<file path="config.mk">
export PLATFORM = sky130hd
export DESIGN_NAME = alu_issue_select_flat
export DESIGN_NICKNAME = d
export VERILOG_FILES = /design/src/rtl/alu_issue_select_if.sv /design/src/rtl/alu_issue_select.sv /design/src/flat_wrapper.sv
export SDC_FILE = /design/constraint.sdc
export NUM_CORES = 1
export LEC_CHECK = 0
export ABC_AREA = 1
export CORE_ASPECT_RATIO = 2
export CORE_MARGIN = 10
export CORE_UTILIZATION = 60
export DETAILED_ROUTE_END_ITERATION = 7
export GPL_TIMING_DRIVEN = 0
export PLACE_DENSITY_LB_ADDON = 0.25
export REMOVE_ABC_BUFFERS = 1
export SETUP_SLACK_MARGIN = 0.05
export SLEW_MARGIN = 40
export SYNTH_ARGS = -nofsm -noshare
export SYNTH_HDL_FRONTEND = slang
export SYNTH_SLANG_ARGS = --single-unit
</file>
<file path="constraint.sdc">
create_clock -name clk -period 5 [get_ports clk]
set_input_delay 1 -clock clk [delete_from_list [all_inputs] [get_ports clk]]
set_output_delay 1 -clock clk [all_outputs]
set_load 0.01 [all_outputs]
</file>
<file path="src/rtl/alu_issue_select_if.sv">
// Bundle between the ALU reservation stations and the issue scheduler.
// The master side (reservation stations / dispatch) drives occupancy, readiness and
// allocation strobes. The slave side (scheduler) returns grants and issue slots.
interface alu_issue_select_if #(
  parameter int RS_SIZE = 8,
  parameter int IDX_W   = $clog2(RS_SIZE)
);
  logic               flush;
  logic               cache_stall;
  logic [RS_SIZE-1:0] alloc_we;
  logic [RS_SIZE-1:0] alloc_slot;
  logic [RS_SIZE-1:0] entry_valid;
  logic [RS_SIZE-1:0] entry_ready;
  logic [1:0]         alu_rdy;
  logic [RS_SIZE-1:0] issue_grant;
  logic [1:0]         issue_valid;
  logic [IDX_W-1:0]   issue_idx0;
  logic [IDX_W-1:0]   issue_idx1;

  modport master (
    output flush, cache_stall, alloc_we, alloc_slot, entry_valid, entry_ready, alu_rdy,
    input  issue_grant, issue_valid, issue_idx0, issue_idx1
  );

  modport slave (
    input  flush, cache_stall, alloc_we, alloc_slot, entry_valid, entry_ready, alu_rdy,
    output issue_grant, issue_valid, issue_idx0, issue_idx1
  );
endinterface

</file>
<file path="src/rtl/alu_issue_select.sv">
// Oldest-first dual issue select for the ALU reservation stations.
// An age matrix (age_reg[i][j] = 1 : entry i older than j) is maintained on
// allocation; each cycle the two oldest ready entries are granted to the ALUs.
module alu_issue_select #(
  parameter int RS_SIZE = 8,
  parameter int IDX_W   = $clog2(RS_SIZE)
) (
  input  logic               clk,
  input  logic               rst,   // asynchronous, active-low
  alu_issue_select_if.slave  bus
);

  localparam int N = RS_SIZE;

  logic [N-1:0][N-1:0] age_reg;
  logic [N-1:0][N-1:0] age_next;
  logic [N-1:0][N-1:0] age_col;    // age_col[i][j] = age_reg[j][i]: j older than i
  logic [N-1:0]        cand;
  logic [N-1:0]        cand_b;
  logic [N-1:0]        free_a;
  logic [N-1:0]        free_b;
  logic                a_vld;
  logic                b_vld;
  logic [IDX_W-1:0]    a_idx;
  logic [IDX_W-1:0]    b_idx;
  logic                grant_en;
  logic                take0;
  logic                take1;
  logic [IDX_W-1:0]    idx1_sel;
  logic [N-1:0]        grant;
  logic [1:0]          issue_valid_reg;
  logic [IDX_W-1:0]    issue_idx0_reg;
  logic [IDX_W-1:0]    issue_idx1_reg;

  // Lowest set bit; with a consistent age order at most one bit is ever set,
  // so this only acts as a cheap encoder plus a deterministic fallback.
  function automatic logic [IDX_W:0] first_set(input logic [N-1:0] v);
    logic [IDX_W:0] r;
    r = '0;
    for (int i = N - 1; i >= 0; i--) begin
      if (v[i]) r = {1'b1, IDX_W'(i)};
    end
    return r;
  endfunction

  assign cand = bus.entry_valid & bus.entry_ready;

  genvar gi, gj;
  generate
    for (gi = 0; gi < N; gi++) begin : g_row
      for (gj = 0; gj < N; gj++) begin : g_bit
        assign age_col[gi][gj] = age_reg[gj][gi];
        if (gi == gj) begin : g_diag
          assign age_next[gi][gj] = 1'b0;
        end else begin : g_off
          // Co-allocated pair: slot 0 beats slot 1, otherwise lower index is older.
          localparam bit LOWER = (gi < gj);
          logic pair_older;
          assign pair_older = (!bus.alloc_slot[gi] && bus.alloc_slot[gj]) ||
                              ((bus.alloc_slot[gi] == bus.alloc_slot[gj]) && LOWER);
          assign age_next[gi][gj] =
              bus.flush            ? 1'b0 :
              bus.cache_stall      ? age_reg[gi][gj] :
              bus.alloc_we[gi]     ? (bus.alloc_we[gj] & pair_older) :
              bus.alloc_we[gj]     ? (bus.entry_valid[gi] & ~grant[gi]) :
                                     (age_reg[gi][gj] & ~grant[gi] & ~grant[gj]);
        end
      end
      // Entry is selectable when no other candidate in the same pool is older.
      assign free_a[gi] = cand[gi]   & ~|(cand   & age_col[gi]);
      assign free_b[gi] = cand_b[gi] & ~|(cand_b & age_col[gi]);
    end
  endgenerate

  // Pick A is the oldest candidate; pick B pool is the candidates minus A.
  always_comb begin
    {a_vld, a_idx} = first_set(free_a);
    cand_b         = cand & ~(a_vld ? (N'(1) << a_idx) : '0);
  end

  // Pick B: oldest candidate once A is taken out.
  always_comb begin
    {b_vld, b_idx} = first_set(free_b);
  end

  // Route picks onto the ALUs and build the one-hot grant vector.
  always_comb begin
    grant_en = rst & ~bus.flush & ~bus.cache_stall;
    take0    = grant_en & bus.alu_rdy[0] & a_vld;
    take1    = grant_en & bus.alu_rdy[1] & (bus.alu_rdy[0] ? b_vld : a_vld);
    idx1_sel = bus.alu_rdy[0] ? b_idx : a_idx;
    grant    = '0;
    if (take0) grant[a_idx]    = 1'b1;
    if (take1) grant[idx1_sel] = 1'b1;
  end

  assign bus.issue_grant = grant;
  assign bus.issue_valid = issue_valid_reg;
  assign bus.issue_idx0  = issue_idx0_reg;
  assign bus.issue_idx1  = issue_idx1_reg;

  // Age matrix register; flush/stall/allocation effects live in age_next.
  always_ff @(posedge clk or negedge rst) begin
    if (!rst) age_reg <= '0;
    else      age_reg <= age_next;
  end

  // Issue slots: capture this cycle's grants, held across a stall, dropped by flush.
  always_ff @(posedge clk or negedge rst) begin
    if (!rst) begin
      issue_valid_reg <= 2'b00;
      issue_idx0_reg  <= '0;
      issue_idx1_reg  <= '0;
    end else if (bus.flush) begin
      issue_valid_reg <= 2'b00;
    end else if (!bus.cache_stall) begin
      issue_valid_reg <= {take1, take0};
      if (take0) issue_idx0_reg <= a_idx;
      if (take1) issue_idx1_reg <= idx1_sel;
    end
  end

  // Valid entries must form a strict total order: antisymmetric, total, transitive.
  function automatic logic order_ok(input logic [N-1:0][N-1:0] m, input logic [N-1:0] v);
    for (int i = 0; i < N; i++) begin
      if (m[i][i]) return 1'b0;
      for (int j = 0; j < N; j++) begin
        if (v[i] && v[j] && i != j) begin
          if (m[i][j] == m[j][i]) return 1'b0;
          for (int k = 0; k < N; k++) begin
            if (v[k] && m[i][j] && m[j][k] && !m[i][k]) return 1'b0;
          end
        end
      end
    end
    return 1'b1;
  endfunction

  a_alloc_free: assert property (@(posedge clk) disable iff (!rst)
    ((bus.alloc_we & bus.entry_valid & ~grant) == '0));

  a_age_order: assert property (@(posedge clk) disable iff (!rst)
    order_ok(age_reg, bus.entry_valid));

endmodule

</file>
<file path="src/flat_wrapper.sv">
// flat-port wrapper written by rule: the top's interface ports become plain ports
module alu_issue_select_flat 
#(
  parameter int RS_SIZE = 8,
  parameter int IDX_W   = $clog2(RS_SIZE)
)
  (clk, rst, bus_flush, bus_cache_stall, bus_alloc_we, bus_alloc_slot, bus_entry_valid, bus_entry_ready, bus_alu_rdy, bus_issue_grant, bus_issue_valid, bus_issue_idx0, bus_issue_idx1);
  alu_issue_select_if #(.RS_SIZE(RS_SIZE), .IDX_W(IDX_W)) bus_i ();
  input  logic clk;
  input  logic rst;
  input wire logic [$bits(bus_i.flush)-1:0] bus_flush;
  input wire logic [$bits(bus_i.cache_stall)-1:0] bus_cache_stall;
  input wire logic [$bits(bus_i.alloc_we)-1:0] bus_alloc_we;
  input wire logic [$bits(bus_i.alloc_slot)-1:0] bus_alloc_slot;
  input wire logic [$bits(bus_i.entry_valid)-1:0] bus_entry_valid;
  input wire logic [$bits(bus_i.entry_ready)-1:0] bus_entry_ready;
  input wire logic [$bits(bus_i.alu_rdy)-1:0] bus_alu_rdy;
  output wire logic [$bits(bus_i.issue_grant)-1:0] bus_issue_grant;
  output wire logic [$bits(bus_i.issue_valid)-1:0] bus_issue_valid;
  output wire logic [$bits(bus_i.issue_idx0)-1:0] bus_issue_idx0;
  output wire logic [$bits(bus_i.issue_idx1)-1:0] bus_issue_idx1;
  assign bus_i.flush = bus_flush;
  assign bus_i.cache_stall = bus_cache_stall;
  assign bus_i.alloc_we = bus_alloc_we;
  assign bus_i.alloc_slot = bus_alloc_slot;
  assign bus_i.entry_valid = bus_entry_valid;
  assign bus_i.entry_ready = bus_entry_ready;
  assign bus_i.alu_rdy = bus_alu_rdy;
  assign bus_issue_grant = bus_i.issue_grant;
  assign bus_issue_valid = bus_i.issue_valid;
  assign bus_issue_idx0 = bus_i.issue_idx0;
  assign bus_issue_idx1 = bus_i.issue_idx1;
  alu_issue_select #(.RS_SIZE(RS_SIZE), .IDX_W(IDX_W)) u_core (.clk(clk), .rst(rst), .bus(bus_i));
endmodule
</file>
* Word level (Yosys, flattened, before mapping)
Cells that the tools add are included.
** Word-level totals
- Register bits :: 64
- Latch bits :: 0
- Memory bits (writable) :: 0
- ROM bits :: 0
- Bits of input ports :: 38
- Output and inout bits :: 16
- Logic and storage cells :: 652
- Memories :: 0
** Operators by class
- $add $sub $neg :: 0
- $mul :: 0
- Divide/modulo/power cells :: 0
- Order comparisons :: 4
- Equality and inequality tests :: 29
- Shift operators :: 1
- Mux-type cells :: 251
- Bitwise gates (word level) :: 228
- Reduce and logical (&&, ||, !) cells :: 128
** Operators with widths (count)
- $mux W1 :: 227
- $and A1 B1 Y1 :: 198
- $and A8 B8 Y8 :: 16
- $reduce_or A8 Y1 :: 16
- $mux W4 :: 16
- $logic_and A1 B1 Y1 :: 58
- $eq A1 B1 Y1 :: 28
- $logic_or A1 B1 Y1 :: 28
- $logic_not A1 Y1 :: 24
- $mux W8 :: 3
- $and A8 B7 Y8 :: 2
- $not A1 Y1 :: 10
- $lt A3 B4 Y1 const B :: 2
- $not A8 Y8 :: 1
- $or A8 B8 Y8 :: 1
- $shl A1 B3 Y8 const A :: 1
- $demux W1 S3 :: 2
- $ge A3 B1 Y1 const B :: 2
- $reduce_and A3 Y1 :: 2
- $mux W2 :: 2
- $mux W3 :: 1
- $ne A2 B2 Y1 const B :: 1

* Logic depth before layout (Yosys ltp)
- Word-level depth :: 43
- Depth in mapped cells :: 35
- Mapped depth without buffers :: 34

* Least setup slack after synthesis
OpenSTA, ideal clock, no wires.
- Kind :: input port to output port
- Start :: in bus_entry_valid[0]
- End :: out bus_issue_grant[7]
- Arrival time :: 3.377 ns
- Data required time :: 4.000 ns
- Slack :: 0.623 ns
- Stages on the path :: 24
- Path buffers :: 2
- Path through :: buf_4 -> nand2_2 -> clkinv_1 -> nand2_1 -> nor2_4 -> nand2_8 -> nand2_2 -> inv_2 -> nand2_4 -> nor2_2 -> a21oi_2 -> nand3_4 -> nand2_1 -> nand3_1 -> nor2_2 -> nand2_2 -> nand2_1 -> nor2_1 -> a21oi_4 -> inv_2 -> nor2_4 -> a21oi_4 -> buf_4 -> inv_1
** On the way
- Longest elaborated chain between the ends :: 36
- Elaborated cells on any way between the ends :: 102
- Classes of those cells :: order compare (4); shift (1); mux (25); bitwise (38); reduce/logical (34)
** RTL lines
- start, declared :: line flat_wrapper.sv:15 : input wire logic [$bits(bus_i.entry_valid)-1:0] bus_entry_valid;
- $and A8 B8 Y8 (*) :: line alu_issue_select.sv:46 : assign cand = bus.entry_valid & bus.entry_ready;
- $and A8 B7 Y8 :: line alu_issue_select.sv:70 : assign free_a[gi] = cand[gi] & ~|(cand & age_col[gi]);
- $reduce_or A8 Y1 :: line alu_issue_select.sv:70
- $logic_not A1 Y1 :: line alu_issue_select.sv:70
- $and A1 B1 Y1 :: line alu_issue_select.sv:70
- $mux W4 (8 in series) :: line alu_issue_select.sv:41 : if (v[i]) r = {1'b1, IDX_W'(i)};
- $shl A1 B3 Y8 :: line alu_issue_select.sv:78 : cand_b = cand & ~(a_vld ? (N'(1) << a_idx) : '0);
- $mux W8 :: line alu_issue_select.sv:78
- [... 6 more ...]
- $mux W4 (8 in series) :: line alu_issue_select.sv:41
- $mux W3 :: line alu_issue_select.sv:91 : idx1_sel = bus.alu_rdy[0] ? b_idx : a_idx;
- $lt A3 B4 Y1 (not written as such) / $ge A3 B1 Y1 (equally long branches) :: line alu_issue_select.sv:94 : if (take1) grant[idx1_sel] = 1'b1;
- $logic_and A1 B1 Y1 (not written as such) :: line alu_issue_select.sv:94
- $mux W1 (not written as such) :: line alu_issue_select.sv:94
- $demux W1 S3 :: line alu_issue_select.sv:94
- $or A8 B8 Y8 (no line)
- $mux W8 (*) :: line alu_issue_select.sv:94
- end, declared :: line flat_wrapper.sv:18 : output wire logic [$bits(bus_i.issue_grant)-1:0] bus_issue_grant;
Mark *: on every way between the ends. The rest lies on a longest branch, timed or not.

* Worst setup path after layout
- Start :: in bus_entry_ready[1]
- End :: out bus_issue_grant[5]
** On the way
- Longest elaborated chain between the ends :: 36
- Elaborated cells on any way between the ends :: 102
- Classes of those cells :: order compare (4); shift (1); mux (25); bitwise (38); reduce/logical (34)
** RTL lines
- start, declared :: line flat_wrapper.sv:16 : input wire logic [$bits(bus_i.entry_ready)-1:0] bus_entry_ready;
- $and A8 B8 Y8 (*) :: line alu_issue_select.sv:46
- $and A8 B7 Y8 :: line alu_issue_select.sv:70
- $reduce_or A8 Y1 :: line alu_issue_select.sv:70
- $logic_not A1 Y1 :: line alu_issue_select.sv:70
- $and A1 B1 Y1 :: line alu_issue_select.sv:70
- $mux W4 (8 in series) :: line alu_issue_select.sv:41
- $shl A1 B3 Y8 :: line alu_issue_select.sv:78
- $mux W8 :: line alu_issue_select.sv:78
- [... 6 more ...]
- $mux W4 (8 in series) :: line alu_issue_select.sv:41
- $mux W3 :: line alu_issue_select.sv:91
- $lt A3 B4 Y1 (not written as such) / $ge A3 B1 Y1 (equally long branches) :: line alu_issue_select.sv:94
- $logic_and A1 B1 Y1 (not written as such) :: line alu_issue_select.sv:94
- $mux W1 (not written as such) :: line alu_issue_select.sv:94
- $demux W1 S3 :: line alu_issue_select.sv:94
- $or A8 B8 Y8 (no line)
- $mux W8 (*) :: line alu_issue_select.sv:94
Marked as above.

==> run metrics <==
hold violation count in the final report 0; crit path DAT 4.05 ns; DRT Pass-1 Iters 6; max incr delay on CP roughly 0.20 ns; Top Layer Used met4; worst rel slew slack just under 40%; r2r worst-path depth 27; worst-case clock buffer depth 2; crit start category input port; DR WL/cell around 23 um; Unique masters post-synth 30; CP max stage cell nor2_4; share of layout cells above drive strength 1 22.5%; VDD IR max between 0.00015 and 0.0002 V; post-synthesis compound-gate area fraction 6.30%; Tot GR Track Use between 30% and 40%; max reg flops 56; largest family of logic cells by synthesized area simple AND/OR/NAND/NOR gates; crit path max fanout 6; XOR/XNOR Fraction of Synth Area 0%; Tmin final 5.05 ns; Synth area leaders dfrtp_1 25%, nand2_1 21%, nand3_1 11%; Placement Rows between 50 and 60; share of the synthesized area in the top cell type 24.5%; core area 10600 um^2; fin. max-slew vios 0; Pwr Total 1.99 mW; Setup CP Type in -> out; DR WL met3 4.18 mm; 1st-iter DRT viols roughly 1.2k; sequential-to-total area share from yosys stat 24.5%; Tcrit/Tclk final 101%; Initial Utilization between 60 and 70%; clk_lat worst skew ~0.34 ns; Critical Path Stages 27; endpoints failing setup 3; first-pass GRT wire length 45.3 mm; Seq cells post-synth 64; die width 93.8 um; top_reg_cell synth dfrtp_1; grt total ovfl 0; worst r2r dst u_core.age_col[29]; die area 15700 um^2; synth-to-layout area growth 31.7%; H-Tree Depth 3; Setup Skew 0.00943 ns; fillers 789; min-delay worst type reg -> reg; root buf cell clkbuf_16; largest net degree at the start of global routing 56; drt total wl about 31 mm; TritonCTS buffer count 9; Worst-Margin Slew around 0.90 ns; proportion of synthesized area in mux cells 0%; vias per inst 6.45; power density over cell area between 200 and 250 nW/um^2; failing checks negative setup slack; hpwl dp 19.8 mm; Syn Area/Cell 5.71 um^2; FMAX between 150 and 200 MHz; post-synthesis adder-cell area fraction 0%; critical path's most frequent cell nand2_2; Post-Synth Simple-Gate Area 56.8%; Routed met2 length 14.2 mm; Post-synth EDFFs 0; Clock transition at path regs ~0.060 ns; CP Capture Type output port; Final Worst Setup Slack -0.0498 ns; asr flop ratio synth 100%; family with the most delay on the worst path simple AND/OR/NAND/NOR gates; Residual DRC 0; CTS tree yes; Pleak around 4.4 nW; I/O pins 54; WP data required 4.00 ns; CTS sink count 64; WL met1 9.69 mm; Routed Antenna Nets 0; fin nets 1259; outcome complete, but fails checks; worst reg2reg setup slack roughly 0.96 ns; yosys warns 0; final RePlAce weighted congestion about 1.1; initial antenna violation count 0; die height 168 um; top cell type by total area after synthesis dfrtp_1; vias after detailed routing 8778; crit path buf inv count 7; vias in the first global route 8152; Fin Hold WS between 0.4 and 0.5 ns; ant diodes 0; CP Capture Point bus_issue_grant[5]; # port buffers 53; CP Launch Point bus_entry_ready[1]; RR Startpoint u_core.age_col[44]; Mapped Cells 1144; Cell Area, Synth between 6000 and 7000 um^2; max cap viols 0
[kinds of logic after synthesis]
logic type,count (synthesis)
and+or+nand+nor,820
buffers and inverters,200
DFF,64
AOI/OAI and AO/OA,60
[worst reg2reg max path, delay by kind of cell, from the launching register on]
kind	cells	cell delay, ns
and+or+nand+nor	22	2.72
AOI/OAI and AO/OA	1	0.20
DFF	1	0.44
buffers and inverters	4	0.53
[metal layers]
layer	global-route usage [%]	vias up
li1	-	3795
met1	39.8	3926
met2	60.9	810
met3	10.1	247
met4	28.5	0
met5	0	-
[power breakdown]
| part | total [mW] | internal (mW) | switching, mW |
|---|---|---|---|
| Combinational | 0.725 | 0.269 | 0.456 |
| Sequential | 0.603 | 0.559 | 0.0446 |
| Clock | 0.661 | 0.407 | 0.254 |
[per-stage QoR]
| stage | utilization, % | worst slack, ns | setup TNS [ns] | instance area (um^2) | cells |
|---|---|---|---|---|---|
| finish | 81.1 | -0.0498 | -0.0999 | 8610 | 1361 |
| CTS | 75.2 | 0.0504 | 0 | 7980 | 1331 |
| detailed placement | 66.8 | -1.93 | -50.18 | 7090 | 1286 |
| global route | 81.1 | -0.162 | -0.957 | 8610 | 1361 |
| floorplan | - | 0.671 | 0 | 6280 | 1092 |
| global placement | 65.8 | -2.17 | -69.07 | 6980 | 1282 |
[worst min path at each step]
| stage | cells past startpoint | from | slack (ns) | end |
|---|---|---|---|---|
| after global placement | 2 | u_core.bus.issue_idx1[2] | 0.45 | u_core.bus.issue_idx1[2] |
| after CTS | 2 | u_core.age_col[48] | 0.48 | u_core.age_col[48] |
| after detailed placement | 2 | u_core.age_col[48] | 0.47 | u_core.age_col[48] |
| after floorplan | 2 | u_core.age_col[40] | 0.45 | u_core.age_col[40] |
| after global routing | 1 | rst | 0.51 | u_core.bus.issue_idx1[1] |
| final | 2 | u_core.age_col[48] | 0.48 | u_core.age_col[48] |
[final cells by class]
| type | instances | area (um^2) | share of cell area, % |
|---|---|---|---|
| clock buffers | 11 | 253 | 2.94 |
| repair buffers | 115 | 1170 | 13.6 |
| multi-input cells | 883 | 4790 | 55.7 |
| inverters | 148 | 577 | 6.70 |
| clock inverters | 3 | 42.5 | 0.494 |
| well taps | 137 | 171 | 1.99 |
| flip-flops and latches | 64 | 1600 | 18.6 |
[cell usage after synthesis (8+ instances only)]
cell	count
a211oi_1	28
buf_2	9
buf_4	11
clkbuf_1	30
clkinv_1	10
dfrtp_1	64
inv_1	124
inv_2	14
nand2_1	365
nand2_2	18
nand3_1	149
nand3_2	12
nand4_1	50
nor2_1	191
nor2_2	8
o21ai_0	18
[cells in the final DEF (no fill, tap or decap), types with 27 or more instances in the layout]
cell type / n
a211oi_1: 27
buf_4: 52
dfrtp_1: 64
inv_1: 124
nand2_1: 326
nand2_2: 36
nand3_1: 126
nand3_2: 30
nand4_1: 50
nor2_1: 165
[what timing repair did]
| action | in CTS | in global routing |
|---|---|---|
| setup buffers | 29 | 28 |
| resized for setup | 206 | 123 |
| endpoints found under the hold margin | 0 | 0 |
| pin swaps | 39 | 58 |
| hold buffers | 0 | 0 |
| setup endpoints to repair | 64 | 8 |
| gates cloned | 2 | 2 |
No activity file was read; power rests on OpenSTA's default activity.
